File: config.mk
export PLATFORM = sky130hd
export DESIGN_NAME = ps2_rx_fifo
export DESIGN_NICKNAME = d
export VERILOG_FILES = /design/src/rtl/ps2_pkg.sv /design/src/rtl/ps2_fifo.sv /design/src/rtl/ps2_rx_fifo.sv
export SDC_FILE = /design/constraint.sdc
export NUM_CORES = 1
export LEC_CHECK = 0
export CORE_ASPECT_RATIO = 1.4
export CORE_MARGIN = 5
export CORE_UTILIZATION = 35
export DETAILED_ROUTE_END_ITERATION = 12
export GPL_TIMING_DRIVEN = 0
export PLACE_DENSITY = 0.61
export SYNTH_ARGS = -nofsm -noshare
export SYNTH_HDL_FRONTEND = slang
export SYNTH_SLANG_ARGS = --single-unit
File: constraint.sdc
create_clock -name clk -period 2.16 [get_ports clk]
set_input_delay 0.432 -clock clk [delete_from_list [all_inputs] [get_ports clk]]
set_output_delay 0.432 -clock clk [all_outputs]
set_load 0.005 [all_outputs]
File: src/rtl/ps2_pkg.sv
// ps2_pkg: shared types and constants for the PS/2 receive path.
//   ps2_state_e            - receiver FSM states
//   DATA_BITS              - data bits per PS/2 frame
//   DEFAULT_TIMEOUT_CYCLES - default inter-edge timeout in clk cycles
package ps2_pkg;

    localparam int unsigned DATA_BITS              = 8;
    localparam int unsigned DEFAULT_TIMEOUT_CYCLES = 50000;

    typedef enum logic [1:0] {
        IDLE   = 2'd0,
        DATA   = 2'd1,
        PARITY = 2'd2,
        STOP   = 2'd3
    } ps2_state_e;

endpackage

File: src/rtl/ps2_fifo.sv
// ps2_fifo: single-clock synchronous FIFO with registered empty/full flags.
// Ports:
//   clk, reset     - clock, synchronous active-high reset
//   wr_en, wr_data - push request and byte; ignored when full unless a pop
//                    happens in the same cycle
//   rd_en          - pop request; ignored when empty
//   rd_data_c      - head entry, combinational from the read pointer
//   empty, full    - registered occupancy flags
module ps2_fifo #(
    parameter int unsigned DEPTH = 8,
    parameter int unsigned WIDTH = 8
) (
    input  logic             clk,
    input  logic             reset,
    input  logic             wr_en,
    input  logic [WIDTH-1:0] wr_data,
    input  logic             rd_en,
    output logic [WIDTH-1:0] rd_data_c,
    output logic             empty,
    output logic             full
);

    localparam int unsigned PTR_W = $clog2(DEPTH);
    localparam int unsigned CNT_W = PTR_W + 1;

    logic [WIDTH-1:0] mem [DEPTH];

    logic [PTR_W-1:0] wr_ptr_q, wr_ptr_d;
    logic [PTR_W-1:0] rd_ptr_q, rd_ptr_d;
    logic [CNT_W-1:0] count_q,  count_d;
    logic             empty_q,  empty_d;
    logic             full_q,   full_d;

    logic rd_ok;
    logic wr_ok;

    // A pop frees the slot a simultaneous push on a full FIFO needs.
    assign rd_ok = rd_en && !empty_q;
    assign wr_ok = wr_en && (!full_q || rd_ok);

    // Pointer/occupancy next-state; DEPTH is a power of two so pointers wrap naturally.
    always_comb begin
        wr_ptr_d = wr_ptr_q;
        rd_ptr_d = rd_ptr_q;
        count_d  = count_q;
        if (wr_ok) begin
            wr_ptr_d = wr_ptr_q + PTR_W'(1);
        end
        if (rd_ok) begin
            rd_ptr_d = rd_ptr_q + PTR_W'(1);
        end
        if (wr_ok && !rd_ok) begin
            count_d = count_q + CNT_W'(1);
        end else if (rd_ok && !wr_ok) begin
            count_d = count_q - CNT_W'(1);
        end
        empty_d = (count_d == CNT_W'(0));
        full_d  = (count_d == CNT_W'(DEPTH));
    end

    always_ff @(posedge clk) begin
        if (reset) begin
            wr_ptr_q <= '0;
            rd_ptr_q <= '0;
            count_q  <= '0;
            empty_q  <= 1'b1;
            full_q   <= 1'b0;
        end else begin
            wr_ptr_q <= wr_ptr_d;
            rd_ptr_q <= rd_ptr_d;
            count_q  <= count_d;
            empty_q  <= empty_d;
            full_q   <= full_d;
        end
    end

    // Storage needs no reset; contents are only visible while non-empty.
    always_ff @(posedge clk) begin
        if (wr_ok) begin
            mem[wr_ptr_q] <= wr_data;
        end
    end

    assign rd_data_c = mem[rd_ptr_q];
    assign empty     = empty_q;
    assign full      = full_q;

endmodule

File: src/rtl/ps2_rx_fifo.sv
// ps2_rx_fifo: PS/2 device-to-host receiver feeding a byte FIFO.
// Ports:
//   clk, reset         - clock, synchronous active-high reset
//   ps2Clk, ps2Data    - raw asynchronous PS/2 lines
//   rdStrobe           - pop one byte from the FIFO
//   dataOut, dataValid - FIFO head byte and non-empty flag
//   overflow           - sticky, a received byte was dropped on a full FIFO
//   frameErr           - sticky, parity/stop/timeout error seen
//   ps2ClkOe           - open-drain pull-low enable for ps2Clk
// Build option: define PS2_INHIBIT_EN to hold the PS/2 clock low while the
// FIFO is full and the receiver is idle; otherwise ps2ClkOe stays 0.
module ps2_rx_fifo
    import ps2_pkg::*;
#(
    parameter int unsigned DEPTH          = 8,
    parameter int unsigned TIMEOUT_CYCLES = DEFAULT_TIMEOUT_CYCLES
) (
    input  logic       clk,
    input  logic       reset,
    input  logic       ps2Clk,
    input  logic       ps2Data,
    input  logic       rdStrobe,
    output logic [7:0] dataOut,
    output logic       dataValid,
    output logic       overflow,
    output logic       frameErr,
    output logic       ps2ClkOe
);

    localparam int unsigned BIT_W = $clog2(DATA_BITS);
    localparam int unsigned TO_W  = $clog2(TIMEOUT_CYCLES + 1);

    logic                 clk_meta_q,  clk_meta_d;
    logic                 clk_sync_q,  clk_sync_d;
    logic                 clk_d1_q,    clk_d1_d;
    logic                 clk_d2_q,    clk_d2_d;
    logic                 data_meta_q, data_meta_d;
    logic                 data_sync_q, data_sync_d;
    logic                 fall_q,      fall_d;
    logic                 fall_data_q, fall_data_d;
    ps2_state_e           state_q,     state_d;
    logic [BIT_W-1:0]     bit_cnt_q,   bit_cnt_d;
    logic [DATA_BITS-1:0] shift_q,     shift_d;
    logic                 par_ok_q,    par_ok_d;
    logic [TO_W-1:0]      timeout_q,   timeout_d;
    logic                 push_q,      push_d;
    logic                 frame_err_q, frame_err_d;
    logic                 overflow_q,  overflow_d;
    logic                 oe_q,        oe_d;

    logic fifo_empty;
    logic fifo_full;

    // Synchronisers, fall detector, receiver FSM and sticky flags.
    always_comb begin
        clk_meta_d  = ps2Clk;
        clk_sync_d  = clk_meta_q;
        clk_d1_d    = clk_sync_q;
        clk_d2_d    = clk_d1_q;
        data_meta_d = ps2Data;
        data_sync_d = data_meta_q;
        // Synchronised history 1,0,0 marks one clean falling edge.
        fall_d      = clk_d2_q && !clk_d1_q && !clk_sync_q;
        fall_data_d = data_sync_q;

        state_d     = state_q;
        bit_cnt_d   = bit_cnt_q;
        shift_d     = shift_q;
        par_ok_d    = par_ok_q;
        timeout_d   = timeout_q;
        push_d      = 1'b0;
        frame_err_d = frame_err_q;
        overflow_d  = overflow_q;
        oe_d        = 1'b0;

        // Inter-edge watchdog, only armed while a frame is in progress.
        if (state_q == IDLE) begin
            timeout_d = '0;
        end else if (fall_q) begin
            timeout_d = '0;
        end else if (timeout_q == TO_W'(TIMEOUT_CYCLES - 1)) begin
            timeout_d   = '0;
            state_d     = IDLE;
            frame_err_d = 1'b1;
        end else begin
            timeout_d = timeout_q + TO_W'(1);
        end

        if (fall_q) begin
            unique case (state_q)
                IDLE: begin
                    if (!fall_data_q) begin
                        state_d   = DATA;
                        bit_cnt_d = '0;
                    end
                end
                DATA: begin
                    // LSB arrives first, so shift right and insert at the top.
                    shift_d   = {fall_data_q, shift_q[DATA_BITS-1:1]};
                    bit_cnt_d = bit_cnt_q + BIT_W'(1);
                    if (bit_cnt_q == BIT_W'(DATA_BITS - 1)) begin
                        state_d = PARITY;
                    end
                end
                PARITY: begin
                    par_ok_d = ^{shift_q, fall_data_q};
                    state_d  = STOP;
                end
                STOP: begin
                    if (fall_data_q && par_ok_q) begin
                        push_d = 1'b1;
                    end else begin
                        frame_err_d = 1'b1;
                    end
                    state_d = IDLE;
                end
                default: state_d = IDLE;
            endcase
        end

        // A pop in the same cycle makes room, so only an unmatched push on full drops.
        if (push_q && fifo_full && !rdStrobe) begin
            overflow_d = 1'b1;
        end

`ifdef PS2_INHIBIT_EN
        // Never asserted outside IDLE so an ongoing frame completes.
        oe_d = fifo_full && (state_q == IDLE);
`endif
    end

    always_ff @(posedge clk) begin
        if (reset) begin
            clk_meta_q  <= 1'b1;
            clk_sync_q  <= 1'b1;
            clk_d1_q    <= 1'b1;
            clk_d2_q    <= 1'b1;
            data_meta_q <= 1'b1;
            data_sync_q <= 1'b1;
            fall_q      <= 1'b0;
            fall_data_q <= 1'b1;
            state_q     <= IDLE;
            bit_cnt_q   <= '0;
            shift_q     <= '0;
            par_ok_q    <= 1'b0;
            timeout_q   <= '0;
            push_q      <= 1'b0;
            frame_err_q <= 1'b0;
            overflow_q  <= 1'b0;
            oe_q        <= 1'b0;
        end else begin
            clk_meta_q  <= clk_meta_d;
            clk_sync_q  <= clk_sync_d;
            clk_d1_q    <= clk_d1_d;
            clk_d2_q    <= clk_d2_d;
            data_meta_q <= data_meta_d;
            data_sync_q <= data_sync_d;
            fall_q      <= fall_d;
            fall_data_q <= fall_data_d;
            state_q     <= state_d;
            bit_cnt_q   <= bit_cnt_d;
            shift_q     <= shift_d;
            par_ok_q    <= par_ok_d;
            timeout_q   <= timeout_d;
            push_q      <= push_d;
            frame_err_q <= frame_err_d;
            overflow_q  <= overflow_d;
            oe_q        <= oe_d;
        end
    end

    ps2_fifo #(
        .DEPTH (DEPTH),
        .WIDTH (DATA_BITS)
    ) u_fifo (
        .clk       (clk),
        .reset     (reset),
        .wr_en     (push_q),
        .wr_data   (shift_q),
        .rd_en     (rdStrobe),
        .rd_data_c (dataOut),
        .empty     (fifo_empty),
        .full      (fifo_full)
    );

    assign dataValid = !fifo_empty;
    assign overflow  = overflow_q;
    assign frameErr  = frame_err_q;
    assign ps2ClkOe  = oe_q;

endmodule

==> results.sh <==
export IMPL_first_pass_iters=4
export IMPL_synth_top_area_frac=0.397
export IMPL_drive_above_1_share=0.232
export IMPL_antenna_found_initial=0
export IMPL_final_setup_worst_slack_ps=-245
export IMPL_crit_arrival_ps=1970
export IMPL_min_path_cells=1
export IMPL_path_max_fanout=4
export IMPL_period_needed_ps=2410
export IMPL_worstSetupStartpointType="register"
export IMPL_die_area_sq_mm=0.0163
export IMPL_min_to="fall_q$_SDFF_PP0_"
export IMPL_async_flop_share=0
export IMPL_grt_pass1_wl_mm=14.4
export IMPL_nFillCells=1315
export IMPL_wl_per_cell_microns=14.2
export IMPL_nNetsFinal=417
export IMPL_ys_seq_area_frac=0.628
export IMPL_p_total_uw=5880
export IMPL_cts_made_buffers=17
export IMPL_drv_slew=0
export IMPL_maxCapViolCount=0
export IMPL_synth_top_cells_by_area="edfxtp_1 40%, dfxtp_1 23%, mux4_1 7.6%, nor2_1 3.3%, xnor2_1 2.5%"
export IMPL_syn2layout_area_growth_pct=23.5
export IMPL_finalNonFillerCells=603
export IMPL_p_per_area_mw_per_mm2=982
export IMPL_p_leak_uw=0.00200
export IMPL_yosysTopAreaCell="edfxtp_1"
export IMPL_placed_area_sq_mm=0.00523
export IMPL_via_count=2853
export IMPL_die_w_microns=109
export IMPL_grt_max_degree=17
export IMPL_max_clock_freq_mhz=416
export IMPL_relSlewSlack=0.597
export IMPL_yosysMostFrequentCell="edfxtp_1"
export IMPL_holdBufCountCts=0
export IMPL_die_h_microns=149
export IMPL_synth_flop_cell="edfxtp_1"
export IMPL_failed_checks="negative setup slack"
export IMPL_design_area_sq_mm=0.00598
export IMPL_max_clock_path_buffers=2
export IMPL_start_util=0.351
export IMPL_path_class="reg -> out"
export IMPL_holdCritPathClass="reg -> reg"
export IMPL_r2r_end="u_fifo.mem[5][3]$_DFFE_PP_"
export IMPL_rsz0062_at_grt="true"
export IMPL_min_period_over_period=1.11
export IMPL_place_inst=562
export IMPL_n_antenna_cell=0
export IMPL_clk_pin_slew_ps=50
export IMPL_ioPinCount=17
export IMPL_port_buffers=15
export IMPL_worst_clock_skew_ps=7.93
export IMPL_clock_sink_count=120
export IMPL_dpl_hpwl_mm=5.75
export IMPL_route_detailed_drc=0
export IMPL_synth_nets=374
export IMPL_synthesis_area_sq_mm=0.00484
export IMPL_status="complete, but fails checks"
export IMPL_worstSkewPairLatency_ps=400
export IMPL_synth_cell_types=49
export IMPL_worst_r2r_setup_slack_ps=200
export IMPL_required_ps=1730
export IMPL_cts_tree="built"
export IMPL_netlist_instances=362
export IMPL_place_ws_ps=-849
export IMPL_routed_wl_mm=8.59
export IMPL_r2r_start="u_fifo.empty$_SDFF_PP1_"
export IMPL_tightest_slew_ps=604
export IMPL_htree_levels=4
export IMPL_via_per_inst=4.73
export IMPL_synth_edf_count=64
export IMPL_finalHoldViolCount=0
export IMPL_yosysWarnings=0
export IMPL_ys_top_cells_by_count="64 x edfxtp_1, 56 x dfxtp_1, 43 x nor2_1, 24 x nand2_1, 19 x nand3_1"
export IMPL_avgSynthCellArea_sq_um=13.4
export IMPL_clockRootBuffer="clkbuf_16"
export IMPL_ir_drop_mv=0.465
export IMPL_postRouteAntennaNets=0
export IMPL_drt_initial_drc_count=102
export IMPL_rows=51
export IMPL_setup_violations=8
export IMPL_overflow=0
export IMPL_synth_seq_cells=120
export IMPL_grt_usage=0.115
export IMPL_crit_path_end_kind="primary output"
export IMPL_gp_congestion=0.721
export IMPL_rr_worst_depth=5
export IMPL_min_delay_start="clk_d1_q$_SDFF_PP1_"
export IMPL_first_global_vias=2923
export IMPL_coreArea_sq_mm=0.0138
[layout by cell type (no fill, tap or decap), types with 4 or more instances in the layout]
cell type        Yosys  routed
dfxtp_1             56      54
xnor2_1             14      14
nand2_1             24      24
buf_6                2      10
ha_1                 7       7
nor2_1              43      37
clkdlybuf4s50_1      0       7
nand2b_1             7       6
xor2_1              12      12
a21oi_1             16      16
inv_1                7       7
clkbuf_1             9      12
nand3_1             19      19
mux4_2               2      14
clkbuf_16            0      18
buf_4                1       5
o21ai_0              4       4
or2_2                7       7
mux2_4               0       6
edfxtp_1            64      64
[logic make-up after synthesis]
| group | count (synthesis) | synth area share |
|---|---|---|
| AO/OA/AOI/OAI | 33 | 0.0424 |
| XOR/XNOR | 27 | 0.0517 |
| adder cells (fa/ha/maj) | 7 | 0.0181 |
| buffers and inverters | 24 | 0.0266 |
| flip-flops | 120 | 0.628 |
| multiplexers | 26 | 0.108 |
| other | 1 | 0.000774 |
| AND/OR/NAND/NOR | 124 | 0.124 |
[area by class of cell]
class	instances	area [sq um]	share of cell area
Buffer	16	101	0.0169
Clock buffer	25	507	0.0847
Clock inverter	7	91.3	0.0153
Inverter	7	26.3	0.00439
Multi-Input combinational cell	218	1710	0.285
Sequential cell	120	3050	0.509
Tap cell	185	231	0.0387
Timing Repair Buffer	25	275	0.0460
[state kept, by name (all words and copies together), names as in the netlist, 2 cells and up, named ones only]
signal,count
u_fifo.count_q,4
u_fifo.mem,64
shift_q,8
state_q,2
u_fifo.rd_ptr_q,3
bit_cnt_q,3
timeout_q,16
u_fifo.wr_ptr_q,3
[timing repair]
action / CTS / global route
gates resized for setup: 65 / 13
hold endpoints to repair: 0 / 0
buffers inserted: 6 / 3
gates cloned: 1 / 0
endpoints found under the setup margin: 72 / 18
[through the flow]
step | TNS, ps | hold slack (ps) | utilization
after floorplan | 0 | 388 | -
after detailed placement | -38120 | 398 | 0.379
after global routing | -2630 | 425 | 0.434
after CTS | -1990 | 410 | 0.429
final | -1660 | 406 | 0.434
after global placement | -33860 | 392 | 0.379
[worst max-delay path by stage]
stage	cells after the start	slack, ps	to
finish	6	-250	dataOut[0]
CTS	5	-310	dataOut[6]
floorplan	5	200	u_fifo.mem[0][0]$_DFFE_PP_
global placement	6	-740	u_fifo.mem[0][0]$_DFFE_PP_
global route	6	-290	dataOut[0]
detailed placement	6	-850	u_fifo.mem[0][0]$_DFFE_PP_
[per-layer routing]
metal | global-route usage | vias up | share of wire
li1 | - | 1404 | -
met1 | 0.128 | 1399 | 0.42
met2 | 0.200 | 38 | 0.54
met3 | 0.0385 | 12 | 0.028
met4 | 0.0430 | 0 | 0.013
met5 | 0 | - | 0
[worst max-delay path, stage by stage (launching register included)]
cell	delay, ps
dfxtp_2	320
buf_6	130
buf_8	130
buf_12	100
mux4_2	500
mux2_4	290
buf_6	110
[where the power goes]
group	leakage [uW]	internal [uW]	switching (uW)	total (uW)
sequential	0.00105	2430	41.3	2470
combinational	0.000665	383	237	620
clock	0.000289	1850	930	2780
total	0.00200	4670	1210	5880
Power figures use the tool's default switching activity.
